File: src/rtl/minc_pkg.sv
// Shared definitions for the minc program loader: FSM encodings, default sync
// byte and instruction ROM geometry.
package minc_pkg;

  localparam int ADDR_W = 8;
  localparam int WORD_W = 9;

  localparam logic [7:0] SYNC_DEFAULT = 8'hA5;

  typedef enum logic [2:0] {
    ST_SYNC,
    ST_COUNT,
    ST_LO,
    ST_HI,
    ST_CSUM,
    ST_ERR
  } state_e;

  typedef enum logic [1:0] {
    RX_IDLE,
    RX_START,
    RX_DATA,
    RX_STOP
  } rx_state_e;

endpackage

File: src/rtl/minc_uart_rx.sv
// 8N1 UART receiver: two-flop synchronizer, mid-bit sampling timer and LSB-first
// shifter. rx_valid / rx_ferr pulse for one cycle after the stop-bit sample.
module minc_uart_rx
  import minc_pkg::*;
#(
  parameter int CLKS_PER_BIT = 104
) (
  input  logic      CLK,
  input  logic      nRESET,
  input  logic      rx,
  output logic [7:0] rx_data,
  output logic      rx_valid,
  output logic      rx_ferr,
  output rx_state_e dbg_state_o
);

  localparam int CW = $clog2(CLKS_PER_BIT);
  localparam logic [CW-1:0] HALF_M1 = CW'(CLKS_PER_BIT / 2 - 1);
  localparam logic [CW-1:0] FULL_M1 = CW'(CLKS_PER_BIT - 1);

  rx_state_e      state_q, state_d;
  logic           sync1_q, sync2_q, prev_q;
  logic [CW-1:0]  cnt_q, cnt_d;
  logic [2:0]     bit_q, bit_d;
  logic [7:0]     shift_q, shift_d;
  logic           valid_q, valid_d;
  logic           ferr_q, ferr_d;

  always_ff @(posedge CLK or negedge nRESET) begin
    if (!nRESET) begin
      sync1_q <= 1'b1;
      sync2_q <= 1'b1;
      prev_q  <= 1'b1;
      state_q <= RX_IDLE;
      cnt_q   <= '0;
      bit_q   <= '0;
      shift_q <= '0;
      valid_q <= 1'b0;
      ferr_q  <= 1'b0;
    end else begin
      sync1_q <= rx;
      sync2_q <= sync1_q;
      prev_q  <= sync2_q;
      state_q <= state_d;
      cnt_q   <= cnt_d;
      bit_q   <= bit_d;
      shift_q <= shift_d;
      valid_q <= valid_d;
      ferr_q  <= ferr_d;
    end
  end

  // Re-arming at the stop-bit mid-sample leaves half a bit to catch a back-to-back start edge.
  always_comb begin
    state_d = state_q;
    cnt_d   = cnt_q + 1'b1;
    bit_d   = bit_q;
    shift_d = shift_q;
    valid_d = 1'b0;
    ferr_d  = 1'b0;
    unique case (state_q)
      RX_IDLE: begin
        cnt_d = '0;
        if (prev_q && !sync2_q) state_d = RX_START;
      end
      RX_START: begin
        if (cnt_q == HALF_M1) begin
          cnt_d   = '0;
          bit_d   = '0;
          state_d = sync2_q ? RX_IDLE : RX_DATA;
        end
      end
      RX_DATA: begin
        if (cnt_q == FULL_M1) begin
          cnt_d   = '0;
          shift_d = {sync2_q, shift_q[7:1]};
          bit_d   = bit_q + 1'b1;
          if (bit_q == 3'd7) state_d = RX_STOP;
        end
      end
      default: begin
        if (cnt_q == FULL_M1) begin
          state_d = RX_IDLE;
          valid_d = sync2_q;
          ferr_d  = !sync2_q;
        end
      end
    endcase
  end

  assign rx_data     = shift_q;
  assign rx_valid    = valid_q;
  assign rx_ferr     = ferr_q;
  assign dbg_state_o = state_q;

endmodule

File: src/rtl/minc_loader.sv
// Serial program loader for the minc core: validates a framed UART image,
// writes 9-bit words into program memory and holds the core in reset meanwhile.
module minc_loader
  import minc_pkg::*;
#(
  parameter int         CLKS_PER_BIT = 104,
  parameter logic [7:0] SYNC_BYTE    = SYNC_DEFAULT
) (
  input  logic              CLK,
  input  logic              nRESET,
  input  logic              rx,
  output logic              prog_we,
  output logic [ADDR_W-1:0] prog_addr,
  output logic [WORD_W-1:0] prog_data,
  output logic              cpu_nreset,
  output logic              busy,
  output logic              done,
  output logic              err,
  output state_e            dbg_state_o,
  output rx_state_e         dbg_rx_state_o
);

  logic [7:0] rx_data;
  logic       rx_valid, rx_ferr;

  minc_uart_rx #(.CLKS_PER_BIT(CLKS_PER_BIT)) u_rx (
    .CLK         (CLK),
    .nRESET      (nRESET),
    .rx          (rx),
    .rx_data     (rx_data),
    .rx_valid    (rx_valid),
    .rx_ferr     (rx_ferr),
    .dbg_state_o (dbg_rx_state_o)
  );

  state_e             state_q, state_d;
  logic [8:0]         cnt_q, cnt_d;
  logic [ADDR_W-1:0]  addr_q, addr_d;
  logic [WORD_W-1:0]  data_q, data_d;
  logic [7:0]         lo_q, lo_d, csum_q, csum_d;
  logic               we_q, we_d, busy_q, busy_d, done_q, done_d;
  logic               err_q, err_d, nrst_q, nrst_d;

  always_ff @(posedge CLK or negedge nRESET) begin
    if (!nRESET) begin
      state_q <= ST_SYNC;
      cnt_q   <= '0;
      addr_q  <= '0;
      data_q  <= '0;
      lo_q    <= '0;
      csum_q  <= '0;
      we_q    <= 1'b0;
      busy_q  <= 1'b0;
      done_q  <= 1'b0;
      err_q   <= 1'b0;
      nrst_q  <= 1'b1;
    end else begin
      state_q <= state_d;
      cnt_q   <= cnt_d;
      addr_q  <= addr_d;
      data_q  <= data_d;
      lo_q    <= lo_d;
      csum_q  <= csum_d;
      we_q    <= we_d;
      busy_q  <= busy_d;
      done_q  <= done_d;
      err_q   <= err_d;
      nrst_q  <= nrst_d;
    end
  end

  always_comb begin
    state_d = state_q;
    cnt_d   = cnt_q;
    data_d  = data_q;
    lo_d    = lo_q;
    csum_d  = csum_q;
    we_d    = 1'b0;
    busy_d  = busy_q;
    done_d  = done_q;
    err_d   = err_q;
    nrst_d  = nrst_q;
    // Address advances on the edge after the write strobe so it is stable during it.
    addr_d  = we_q ? addr_q + 1'b1 : addr_q;
    unique case (state_q)
      ST_SYNC: begin
        if (rx_valid && rx_data == SYNC_BYTE) begin
          state_d = ST_COUNT;
          done_d  = 1'b0;
          err_d   = 1'b0;
          csum_d  = '0;
          addr_d  = '0;
          nrst_d  = 1'b0;
          busy_d  = 1'b1;
        end
      end
      ST_ERR: state_d = ST_SYNC;
      default: begin
        if (rx_ferr || (state_q == ST_HI && rx_valid && rx_data[7:1] != 7'd0)) begin
          state_d = ST_ERR;
          err_d   = 1'b1;
          busy_d  = 1'b0;
          nrst_d  = 1'b0;
        end else if (rx_valid) begin
          csum_d = csum_q + rx_data;
          unique case (state_q)
            ST_COUNT: begin
              cnt_d   = (rx_data == 8'd0) ? 9'd256 : {1'b0, rx_data};
              state_d = ST_LO;
            end
            ST_LO: begin
              lo_d    = rx_data;
              state_d = ST_HI;
            end
            ST_HI: begin
              we_d    = 1'b1;
              data_d  = {rx_data[0], lo_q};
              cnt_d   = cnt_q - 1'b1;
              state_d = (cnt_q == 9'd1) ? ST_CSUM : ST_LO;
            end
            default: begin
              state_d = ST_SYNC;
              busy_d  = 1'b0;
              if (rx_data == csum_q) begin
                done_d = 1'b1;
                nrst_d = 1'b1;
              end else begin
                err_d  = 1'b1;
              end
            end
          endcase
        end
      end
    endcase
  end

  assign prog_we     = we_q;
  assign prog_addr   = addr_q;
  assign prog_data   = data_q;
  assign cpu_nreset  = nrst_q;
  assign busy        = busy_q;
  assign done        = done_q;
  assign err         = err_q;
  assign dbg_state_o = state_q;

endmodule

File: config.mk
export PLATFORM = sky130hd
export DESIGN_NAME = minc_loader
export DESIGN_NICKNAME = d
export VERILOG_FILES = /design/src/rtl/minc_pkg.sv /design/src/rtl/minc_uart_rx.sv /design/src/rtl/minc_loader.sv
export SDC_FILE = /design/constraint.sdc
export NUM_CORES = 1
export LEC_CHECK = 0
export CORE_MARGIN = 2
export CORE_UTILIZATION = 65
export CTS_BUF_LIST = sky130_fd_sc_hd__clkbuf_2
export DETAILED_ROUTE_END_ITERATION = 8
export MAX_ROUTING_LAYER = met4
export PLACE_DENSITY = 0.89
export RECOVER_POWER = 25
export SLEW_MARGIN = 20
export SYNTH_ARGS = -nofsm -noshare
export SYNTH_HDL_FRONTEND = slang
export SYNTH_HIERARCHICAL = 1
export SYNTH_SLANG_ARGS = --single-unit
File: constraint.sdc
create_clock -name CLK -period 4.3 [get_ports CLK]
set_input_delay 0.43 -clock CLK [delete_from_list [all_inputs] [get_ports CLK]]
set_output_delay 0.43 -clock CLK [all_outputs]
set_load 0.01 [all_outputs]
# Yosys cells after proc, flatten, opt, wreduce, memory -nomap -nowiden
# Cells that the tools add are included.
# classes
mul	0
shifts	0
n_reduce_logical	33
n_bitwise	3
order_cmp	0
add_sub_neg	5
n_eq_ne	21
n_mux	54
div_mod_pow	0
# op_table
operator	count
$mux W8	6
$mux W1	22
$pmux W7 S3	1
$reduce_and A4 Y1	5
$mux W3	6
$pmux W9 S2	1
$pmux W8 S2	1
$reduce_and A5 Y1	3
$mux W7	2
$mux W2	6
$ne A2 B1 Y1 const B	6
$pmux W3 S2	2
$eq A9 B1 Y1 const B	1
$mux W9	1
$pmux W3 S3	1
$reduce_bool A3 Y1	3
$sub A9 B1 Y9 const B	1
$add A8 B1 Y8 const B	1
$add A8 B8 Y8	1
$eq A8 B8 Y1	1
$eq A8 B8 Y1 const B	1
$logic_not A8 Y1	1
$pmux W1 S2	4
$reduce_bool A2 Y1	4
26 further kinds	35
# totals
elab_cells	136
ff_bits	75
mem_bits_ro	0
memories	0
mem_bits_rw	0
in_bits	3
out_inout_bits	27
latchBits	0

# Depth between registers and ports, before layout
# Gate-level depths: netlist of run 1.
# depth
ltp_word	6
ltp_mapped	7
ltp_nobuf	7

# Hierarchy
# The synthesis of run 1 kept the hierarchy.
# by_module_without_submodules
module	area_per_inst_um2	n_inst	seq_area_each_um2	cells_each
minc_loader	2797.7	1	1252.5	281
minc_uart_rx	1172.4	1	629.4	92

# Worst setup path after synthesis of run 1
# Ideal clock, no wire load.
# synth_path
kind	register to register
start	register u_rx.shift_q[3] (netlist: u_rx/rx_data[3])
end	register csum_q[7]
n_path_buf	0
path_stages_with_launch	7
required_time_ns	4.176
setup_slack_ns	2.378
arrival_ns	1.798
synth_period_minus_slack_ns	1.922
setup_ns	0.124
cell_sequence	dfrtp_1 > ha_1 > a21o_1 > a21oi_1 > nand4_1 > and4b_1 > a211o_1
# synth_between
elab_chain_len	5
word_cells_on_any_way	12
classes_between	1 x add/sub; 3 x eq/ne; 3 x mux; 5 x reduce/logical
# synth_rtl
item	line	source
start: declaration	minc_uart_rx.sv:25	logic [7:0] shift_q, shift_d;
start signal: assignment	minc_uart_rx.sv:47	shift_q <= shift_d;
branches (longest 5 deep; another with $add A8 B8 Y8)	n/a	
end signal: assignment	minc_loader.sv:63	csum_q <= csum_d;
end: declaration	minc_loader.sv:40	logic [7:0] lo_q, lo_d, csum_q, csum_d;
# Several ways; the timed one is not identified. The select of a mux whose other input is x is not followed.
# A chain may end at the register's enable or synchronous reset.

==> qor.tcl, run 1 <==
set qor(run_status) {finished, violations left}
set qor(failed_checks) {capacitance limit, slew limit}
set qor(routed_wirelength_mm) 8.43
set qor(post-route-cell-area_um2) 4340
set qor(yosysSeqAreaShare_pct) 47.4
set qor(fillCellCount) 422
set qor(num-nets-final) 417
set qor(share_of_cells_above_drive_strength_1_pct) 14.8
set qor(timing.rr.end) {prog_data[2]}
set qor(post_cts_resized) 0
set qor(max-slew-margin-rel_pct) -32.2
set qor(worst_skew_pair.late_latency_ns) 0.53
set qor(power-per-cell-area_nw_per_um2) 275
set qor(timing.final.crit_share_pct) 56.5
set qor(yosys.cell_types.count) 66
set qor(critical_path.n_buffers_inverters) 1
set qor(ir_drop_mv) 0.264
set qor(die_span_y_um) 82.2
set qor(slowest_stage) {sky130_fd_sc_hd__dfrtp_1}
set qor(starting_density_pct) 67.1
set qor(met1_use_gr_pct) 35.3
set qor(tritoncts_num_sinks) 75
set qor(synth_area_per_inst_um2) 10.6
set qor(core_region_area_um2) 5920
set qor(class_of_the_tightest_hold_or_removal_check) {reg -> reg}
set qor(power.total_w) 0.00119
set qor(antenna_cells_inserted) 0
set qor(critical_path.max_fanout) 21
set qor(post_drt_via_cell_ratio) 6.48
set qor(grt_start_max_net_pins) 41
set qor(dominantRegCellSynth) {sky130_fd_sc_hd__dfrtp_1}
set qor(path_cells) {clkdlybuf4s50_1}
set qor(setup.worst_path.end) {dbg_state_o[1]}
set qor(worst-setup-path-type) {reg -> out}
set qor(worst-r2r-cell-count) 4
set qor(synthSimpleGateAreaFrac_pct) 17.1
set qor(number_of_enable_type_register_cells_in_the_synthesized_netlist) 0
set qor(timing.fmax_mhz) 412
set qor(worstSetupPathDepth) 1
set qor(global_routing_met3_resource_utilization_pct) 6.85
set qor(min_path_cells) 0
set qor(groute.layer.met2.usage_pct) 45.0
set qor(mappedNetlistNets) 390
set qor(cp.arrival_ns) 2.00
set qor(root_buffer_cell) {sky130_fd_sc_hd__clkbuf_2}
set qor(htree_levels) 3
set qor(ys_ff_latch) 75
set qor(drtAntennaViolNets) 0
set qor(finalMaxSlewViolations) 37
set qor(syn_inst) 373
set qor(path_clk_slew_ns) 0.20
set qor(worst_r2r_startpoint) {dbg_state_o[1]}
set qor(drt_iter0_drc) 218
set qor(maxCapViolations) 1
set qor(grt_busiest_layer) {met2}
set qor(place.detailed.hpwl_mm) 5.90
set qor(final.setup.tns_ns) 0
set qor(postCtsSetupBuffers) 0
set qor(timing.critical_path.from_type) {flop}
set qor(setup.worst_path.end_class) {output pin}
set qor(via_count_of_the_first_global_routing_pass) 3029
set qor(synth_compound_area_share_pct) 16.4
set qor(synth_adder_area_share_pct) 4.60
set qor(die-width_um) 82.2
set qor(detail_route.wl_per_cell_um) 17.6
set qor(setup.reg_to_reg.worst_slack_ns) 1.87
set qor(synth.area.mux_share_pct) 7.34
set qor(routabilityCongestion) 0.892
set qor(highest_count_cells_in_the_layout_ignoring_fill_and_taps) {71 x sky130_fd_sc_hd__dfrtp_1, 29 x sky130_fd_sc_hd__o21ai_0, 27 x sky130_fd_sc_hd__clkdlybuf4s50_1}
set qor(leading_cell_type_in_the_layout_fill_and_taps_excluded) {sky130_fd_sc_hd__dfrtp_1}
set qor(antenna_found_initial) 0
set qor(unrepaired_setup_endpoints_after_global_routing) {no}
set qor(grt_first_pass_wirelength_mm) 14.2
set qor(dpl_cell_area_um2) 4260
set qor(numPortBuffers) 29
set qor(global_route.overflow_total) 0
set qor(leakagePower_nw) 2.02
set qor(clock_skew_ns) 0.0222
set qor(worstPathRequired_ns) 3.87
set qor(floorplan.die_area_um2) 6750
set qor(dominant_delay_contributor_by_cell_family_on_the_critical_path) {flip-flops}
set qor(final_hold_violation_count) 0
set qor(std_cell_rows) 28
set qor(final-setup-viol-count) 0
set qor(synth_async_sr_flop_share_pct) 100
set qor(hp-start) {u_rx/sync1_q}
set qor(ios) 30
set qor(yosys.area_share.xor_xnor_pct) 3.31
set qor(track_usage_pct) 28.5
set qor(netlist_area_um2) 3970
set qor(period_needed_ns) 2.43
set qor(worst_path_largest_cell_delay_ns) 0.81
set qor(dr.pass1.iters) 4
set qor(clock_path_buffers) 2
set qor(num_vias) 3111
set qor(tritoncts) {yes}
set qor(tritoncts.num_buffers) 9
set qor(worst_pin_slew_ns) 1.98
set qor(setup.worst_path.start) {dbg_state_o[1]}
set qor(area.growth.synth_to_final_pct) 9.30
set qor(synth_top_family_by_area) {simple AND/OR/NAND/NOR gates}
set qor(drt_drc_violations_left) 0
set qor(warnings_from_yosys) 6
set qor(cts-hold-fix-buffers) 1
[cell usage after synthesis (all sizes together), types with 2 or more instances]
master    n  area share, %
dfrtp    71             45
o21ai    31            4.2
a21oi    28            3.9
mux2     25            7.1
nand2    23            2.2
nor2     20            1.9
inv      16            1.5
nand3    16            2.0
ha       13            4.1
nand4    10            1.9
buf       9            1.8
xor2      9            2.0
nor3      8            1.1
o211ai    8            1.6
nand3b    7            1.6
clkbuf    6           0.57
xnor2     6            1.3
a21o      5           0.98
a221oi    5            1.1
dfstp     4            2.6
nor4      4            1.4
or3       4           0.63
a22oi     3           0.57
and3b     3           0.69
and4      3           0.69
nor2b     3           0.47
o2bb2ai   3           0.66
a211o     2           0.44
a31oi     2           0.32
and3      2           0.32
nor3b     2           0.38
nor4b     2           0.44
o22ai     2           0.32
o31ai     2           0.38
[sequential cells by signal, indices dropped and copies added (netlist names)]
name and cells:
cpu_nreset 1, u_rx/cnt_q 7, u_rx/sync1_q 1, u_rx/rx_data 8, busy 1, prog_addr 8
prog_we 1, err 1, u_rx/bit_q 3, lo_q 8, u_rx/rx_valid 1, dbg_state_o 3
cnt_q 9, u_rx/sync2_q 1, csum_q 8, done 1, u_rx/dbg_state_o 2, u_rx/rx_ferr 1
prog_data 9, u_rx/prev_q 1
[metrics by stage]
stage	instances	hold WS (ns)	util [%]	setup slack (ns)
4_1_cts	480	0.287	73.7	1.89
3_5_place_dp	463	0.350	72.0	1.94
3_3_place_gp	463	0.346	72.0	2.03
2_1_floorplan	373	0.134	-	2.38
6_report	480	0.361	73.3	1.87
5_1_grt	480	0.360	73.3	1.45
[worst min path at each step]
stage	to	slack (ns)
4_1_cts	u_rx/sync1_q	0.29
6_report	u_rx/sync2_q	0.36
2_1_floorplan	busy	0.13
3_3_place_gp	u_rx/sync2_q	0.35
5_1_grt	u_rx/sync2_q	0.36
3_5_place_dp	u_rx/sync2_q	0.35
[layer usage]
metal	share of wire, %	wire length [um]
met1	43	3650
met2	49	4130
met3	5.4	455
met4	2.2	189
met5	0	0
[layout make-up]
cell class	instances	area, um2	share of cell area, %
multi-input combinational	267	1910	44.0
sequential	75	1880	43.4
timing repair buffer	31	302	6.95
tap	75	93.8	2.16
inverter	16	60.1	1.38
clock buffer	11	55.1	1.27
clock inverter	5	37.5	0.865
[report_power, final]
part / switching [W] / internal [W] / total [W]
sequential: 0.0000365 / 0.000732 / 0.000769
combinational: 0.0000477 / 0.0000422 / 0.0000899
clock: 0.000252 / 0.0000825 / 0.000335
[kinds of logic after synthesis]
group                    after synthesis
flip-flops                            75
AO/OA/AOI/OAI                        100
adder cells (fa/ha/maj)               14
XOR/XNOR                              15
buffers and inverters                 31
multiplexers                          26
AND/OR/NAND/NOR                      112
No activity file was read; power rests on OpenSTA's default activity.
==> run 2, diff against run 1 <==
--- a/config.mk
+++ b/config.mk
@@ -6,11 +6,11 @@
 export NUM_CORES = 1
 export LEC_CHECK = 0
 export CORE_MARGIN = 2
-export CORE_UTILIZATION = 65
+export CORE_UTILIZATION = 61
 export CTS_BUF_LIST = sky130_fd_sc_hd__clkbuf_2
 export DETAILED_ROUTE_END_ITERATION = 8
 export MAX_ROUTING_LAYER = met4
-export PLACE_DENSITY = 0.89
+export PLACE_DENSITY = 0.85
 export RECOVER_POWER = 25
 export SLEW_MARGIN = 20
 export SYNTH_ARGS = -nofsm -noshare
==> constraint.sdc (replaced) <==
create_clock -name CLK -period 2.4 [get_ports CLK]
set_input_delay 0.24 -clock CLK [delete_from_list [all_inputs] [get_ports CLK]]
set_output_delay 0.24 -clock CLK [all_outputs]
set_load 0.01 [all_outputs]
==> run 2 against run 1 <==
Effect of this change:
- the run still ends with capacitance limit, slew limit left
- flip-flop and latch count unchanged
- sequential power rose by 79%
- largest cell class unchanged
- die area is 6.2% higher
- combinational power is 90% higher
==> qor.tcl, run 2 (synthesized netlist as in run 1, its figures left out) <==
set qor(run_status) {finished, violations left}
set qor(failed_checks) {capacitance limit, slew limit}
set qor(timing.final.crit_share_pct) 90.5
set qor(setup.reg_to_reg.worst_slack_ns) 0.23 ;# -1.64 ns
set qor(worstPathRequired_ns) 2.85 ;# -1.02 ns
set qor(global_route.overflow_total) 0 ;# unchanged
set qor(floorplan.die_area_um2) 7170 ;# +6.2%
set qor(grt_start_max_net_pins) 76 ;# +85%
set qor(clock_skew_ns) 0.0317 ;# +0.00945 ns
set qor(via_count_of_the_first_global_routing_pass) 3004 ;# -0.83%
set qor(fillCellCount) 467 ;# +11%
set qor(track_usage_pct) 24.8 ;# -3.8 points
set qor(die-width_um) 84.7 ;# +3.1%
set qor(grt_first_pass_wirelength_mm) 13.9 ;# -2.5%
set qor(antenna_found_initial) 0 ;# unchanged
set qor(tritoncts) {yes}
set qor(area.growth.synth_to_final_pct) 11.9
set qor(leakagePower_nw) 2.11 ;# +4.3%
set qor(slowest_stage) {sky130_fd_sc_hd__dfrtp_1}
set qor(final.setup.tns_ns) 0 ;# unchanged
set qor(worst_pin_slew_ns) 1.79 ;# -0.192 ns
set qor(num-nets-final) 425 ;# +1.9%
set qor(share_of_cells_above_drive_strength_1_pct) 17.4 ;# +2.6 points
set qor(cp.arrival_ns) 2.62 ;# +0.62 ns
set qor(drt_drc_violations_left) 0 ;# unchanged
set qor(class_of_the_tightest_hold_or_removal_check) {in -> reg}
set qor(path_clk_slew_ns) 0.23 ;# +0.03 ns
set qor(period_needed_ns) 2.17
set qor(dr.pass1.iters) 5 ;# +1
set qor(die_span_y_um) 84.7 ;# +3.1%
set qor(ios) 30 ;# unchanged
set qor(std_cell_rows) 29 ;# +3.6%
set qor(clock_path_buffers) 2 ;# unchanged
set qor(root_buffer_cell) {sky130_fd_sc_hd__clkbuf_2}
set qor(timing.fmax_mhz) 460
set qor(setup.worst_path.end_class) {flop}
set qor(unrepaired_setup_endpoints_after_global_routing) {no}
set qor(ir_drop_mv) 0.561 ;# +110%
set qor(tritoncts_num_sinks) 75 ;# unchanged
set qor(num_vias) 3105 ;# -0.19%
set qor(routed_wirelength_mm) 8.09 ;# -4.0%
set qor(post_drt_via_cell_ratio) 6.34 ;# -2.2%
set qor(max-slew-margin-rel_pct) -19.4 ;# +13 points
set qor(power-per-cell-area_nw_per_um2) 496 ;# +80%
set qor(critical_path.max_fanout) 6 ;# -71%
set qor(place.detailed.hpwl_mm) 5.74 ;# -2.7%
set qor(final_hold_violation_count) 0 ;# unchanged
set qor(routabilityCongestion) 0.950 ;# +6.5%
set qor(htree_levels) 3 ;# unchanged
set qor(worst-setup-path-type) {reg -> reg}
set qor(tritoncts.num_buffers) 9 ;# unchanged
set qor(numPortBuffers) 29 ;# unchanged
set qor(drtAntennaViolNets) 0 ;# unchanged
set qor(highest_count_cells_in_the_layout_ignoring_fill_and_taps) {71 x sky130_fd_sc_hd__dfrtp_1, 28 x sky130_fd_sc_hd__o21ai_0, 27 x sky130_fd_sc_hd__clkdlybuf4s50_1}
set qor(dpl_cell_area_um2) 4330 ;# +1.5%
set qor(maxCapViolations) 1 ;# unchanged
set qor(path_cells) {ha_1, a21o_1, a21oi_1, nand4_1, and4b_1, a211o_1}
set qor(starting_density_pct) 62.9 ;# -4.2 points
set qor(final-setup-viol-count) 0 ;# unchanged
set qor(leading_cell_type_in_the_layout_fill_and_taps_excluded) {sky130_fd_sc_hd__dfrtp_1}
set qor(finalMaxSlewViolations) 76 ;# +110%
set qor(postCtsSetupBuffers) 0 ;# unchanged
set qor(core_region_area_um2) 6310 ;# +6.6%
set qor(detail_route.wl_per_cell_um) 16.5 ;# -5.9%
set qor(worst_skew_pair.late_latency_ns) 0.55 ;# +0.02 ns
set qor(post-route-cell-area_um2) 4440 ;# +2.4%
set qor(timing.critical_path.from_type) {flop}
set qor(antenna_cells_inserted) 0 ;# unchanged
set qor(worst_path_largest_cell_delay_ns) 0.53 ;# -0.28 ns
set qor(drt_iter0_drc) 225 ;# +3.2%
==> run 2: cell types whose count changed in the layout (fill, tap and decap cells not counted), sizes merged <==
cell and change:
buf +8, inv +2, clkbuf -2, clkinv +1, clkinvlp -1
==> run 2: layout make-up <==
type,instances,area [um2],area share (%)
clock buffers,9,45.0,1.01
clock inverters,7,58.8,1.32
inverters,16,60.1,1.35
multi-input cells,267,1940,43.6
flip-flops and latches,75,1880,42.3
well taps,77,96.3,2.17
repair buffers,39,363,8.16
==> run 2: critical path, delay by kind of cell, from the launching register on <==
kind | cells | cell delay, ns
AND/OR/NAND/NOR | 2 | 0.39
adder cells (fa/ha/maj) | 1 | 0.43
AO/OA/AOI/OAI | 3 | 0.75
flip-flops | 1 | 0.53
==> run 2: final timing paths <==
| check | startpoint | endpoint | cells after the start |
|---|---|---|---|
| worst min-delay path | rx | u_rx/sync1_q | 1 |
| max in group asynchronous | nRESET | dbg_state_o[2] | 2 |
| worst max register to register | u_rx/rx_data[3] | csum_q[7] | 6 |
| worst max-delay path | u_rx/rx_data[3] | csum_q[7] | 6 |
| min in group asynchronous | nRESET | prog_addr[3] | 2 |
| worst min register to register | u_rx/sync1_q | u_rx/sync2_q | 0 |
==> run 2: metrics by stage <==
stage | worst slack, ns | hold WS [ns] | instances | utilization [%] | total power [W]
floorplan | 0.478 | -0.0556 | 373 | - | 0.00152
global placement | 0.374 | 0.347 | 473 | 68.5 | 0.00157
detailed placement | 0.283 | 0.349 | 473 | 68.5 | 0.00157
CTS | 0.267 | 0.0756 | 490 | 70.3 | 0.00222
global route | 0.111 | 0.185 | 490 | 70.4 | 0.00230
finish | 0.228 | 0.217 | 490 | 70.4 | 0.00220
==> run 2: per-layer routing <==
layer / up-vias / share of wire (%) / global-route usage, %
met3: 24 / 5.7 / 4.82
met5: - / 0 / -
met1: 1512 / 45 / 32.0
met4: 0 / 2.0 / 9.96
met2: 114 / 48 / 38.7
li1: 1455 / - / -
==> run 2: repair_timing <==
| item | in CTS | in global routing |
|---|---|---|
| hold buffers | 1 | 0 |
| setup endpoints to repair | 0 | 1 |
| resized for setup | 0 | 1 |
| hold endpoints to repair | 71 | 0 |
==> run 2: where the power goes <==
| part | internal [W] | total [W] | switching [W] |
|---|---|---|---|
| Sequential | 0.00131 | 0.00138 | 0.0000659 |
| Clock | 0.000153 | 0.000654 | 0.000500 |
| Combinational | 0.0000803 | 0.000171 | 0.0000909 |
| Total | 0.00155 | 0.00220 | 0.000657 |
==> variant: new RTL, settings of run 2 <==
`CLKS_PER_BIT` is set to 104 in 2 places; all go to 52.
--- a/src/rtl/minc_uart_rx.sv
+++ b/src/rtl/minc_uart_rx.sv
@@ -4,5 +4,5 @@
   import minc_pkg::*;
 #(
-  parameter int CLKS_PER_BIT = 104
+  parameter int CLKS_PER_BIT = 52
 ) (
   input  logic      CLK,
--- a/src/rtl/minc_loader.sv
+++ b/src/rtl/minc_loader.sv
@@ -4,5 +4,5 @@
   import minc_pkg::*;
 #(
-  parameter int         CLKS_PER_BIT = 104,
+  parameter int         CLKS_PER_BIT = 52,
   parameter logic [7:0] SYNC_BYTE    = SYNC_DEFAULT
 ) (
Formal check against the unedited RTL: no difference found for any inputs over 10 cycles, from zero or initial values and one cycle with nRESET low; that may be too few to reach the edited logic, so the function may still have changed.
==> variant against run 2 <==
  * Final area down 0.34%
  * Critical endpoint unchanged
  * Total power up 6.9%
  * Non-clock buffer count grew 2
  * Largest power group unchanged
  * Wire length is 2.4% higher
  * Critical path depth is the same
  * Worst setup slack better by 0.0078 ns
  * Synthesized cell count is the same
  * Synthesized area shrank 1.1%
  * Sequential share of layout area shrank 0.42 points
  * Via count is 0.84% lower
  * Die area fell by 1.1%
  * Sequential cell count is 1 lower
==> variant: results (changes against run 2) <==
[run_status]
outcome=finished, final reports clean

[sta]
clock_skew_ns=0.0330  ; +0.00133 ns
tightest_slew_ns=1.44  ; -0.351 ns

[final_layout]
nNonClkInverters=14  ; -2
drive_above_1_share_pct=15.7  ; -1.8 points
clk_share_pct=2.91  ; +0.57 points
seq_share_pct=41.9  ; -0.42 points
nonClkBufAreaFrac_pct=8.36  ; +0.20 points
buffers_excl_clock=41  ; +5.1%
fillCellCount=459  ; -1.7%

[synthesis]
synth_common_cells=70 x dfrtp_1, 25 x a21oi_1, 25 x nand2_1
seq_area_frac_synth_pct=47.3  ; -0.094 points
syn_nets=391  ; +0.26%
avgSynthCellArea_um2=10.5  ; -1.1%
synth.distinct_cells=58  ; -12%

[power_and_ir_drop]
total_leakage_power_uw=0.00210  ; -0.45%
ir_drop_mv=0.410  ; -27%

[grt]
global_route.usage.met1_pct=34.8  ; +2.7 points
grt_pass1_wl_mm=13.9  ; +0.59%
grt_use_met3_pct=4.33  ; -0.49 points
grt_use_met2_pct=38.2  ; -0.41 points
track_usage_pct=25.5  ; +0.72 points
grt_max_degree=48  ; -37%

[placement]
placed_area_um2=4300  ; -0.67%
gp_congestion=0.964  ; +1.5%
hpwl_mm=5.87  ; +2.3%
place_ws_ns=0.274  ; -0.00886 ns

[drt]
wl_met1_mm=3.71  ; +3.0%
wl_mm=8.29  ; +2.4%
wl_met2_mm=3.97  ; +2.9%

[cts]
clock_sinks=74  ; -1.3%

==> variant: cell types whose count changed after synthesis, moves of 3 or more <==
cell      before  now
nand4_1        8   12
o21ai_1        2    7
nand2_1       22   25
mux2_2        25   17
mux2_4         0    8
nor2b_1        3    9
a221oi_1       5    2
o21ai_0       28   24
==> variant: worst max-delay path, stage by stage, from the launching register on <==
cell and delay (ns):
dfrtp_1 0.54, ha_1 0.42, a21o_1 0.20, a21oi_1 0.25
nand4_1 0.17, and4b_1 0.23, a211o_1 0.26
==> variant: path summary, 6_finish.rpt <==
path / end / slack (ns) / depth (start not counted) / startpoint
worst max-delay path: csum_q[7] / 0.24 / 6 / u_rx/rx_data[3]
worst min-delay path: u_rx/sync1_q / 0.23 / 1 / rx
worst max register to register: csum_q[7] / 0.24 / 6 / u_rx/rx_data[3]
worst min register to register: u_rx/sync2_q / 0.38 / 0 / u_rx/sync1_q
max in group asynchronous: err / 0.91 / 3 / nRESET
min in group asynchronous: prog_addr[2] / 0.51 / 3 / nRESET
==> variant: per-stage QoR <==
stage | util (%) | hold WS, ns
global route | 70.6 | 0.216
CTS | 70.7 | 0.0711
detailed placement | 68.5 | 0.272
finish | 70.6 | 0.228
global placement | 68.5 | 0.267
floorplan | - | -0.0556
==> variant: kinds of logic after synthesis <==
group,synth area share [%]
muxes,8.19
AOI/OAI and AO/OA,15.1
and+or+nand+nor,17.4
adders and majority gates,4.97
DFF,47.3
xor gates and xnor gates,3.35
buffers and inverters,3.67
==> variant: report_power, final <==
| group | switching, uW | internal, uW | leakage (uW) | total, uW |
|---|---|---|---|---|
| clock | 508 | 260 | 0.0000750 | 767 |
| sequential | 83.8 | 1300 | 0.00101 | 1390 |
| combinational | 109 | 93.0 | 0.00101 | 202 |
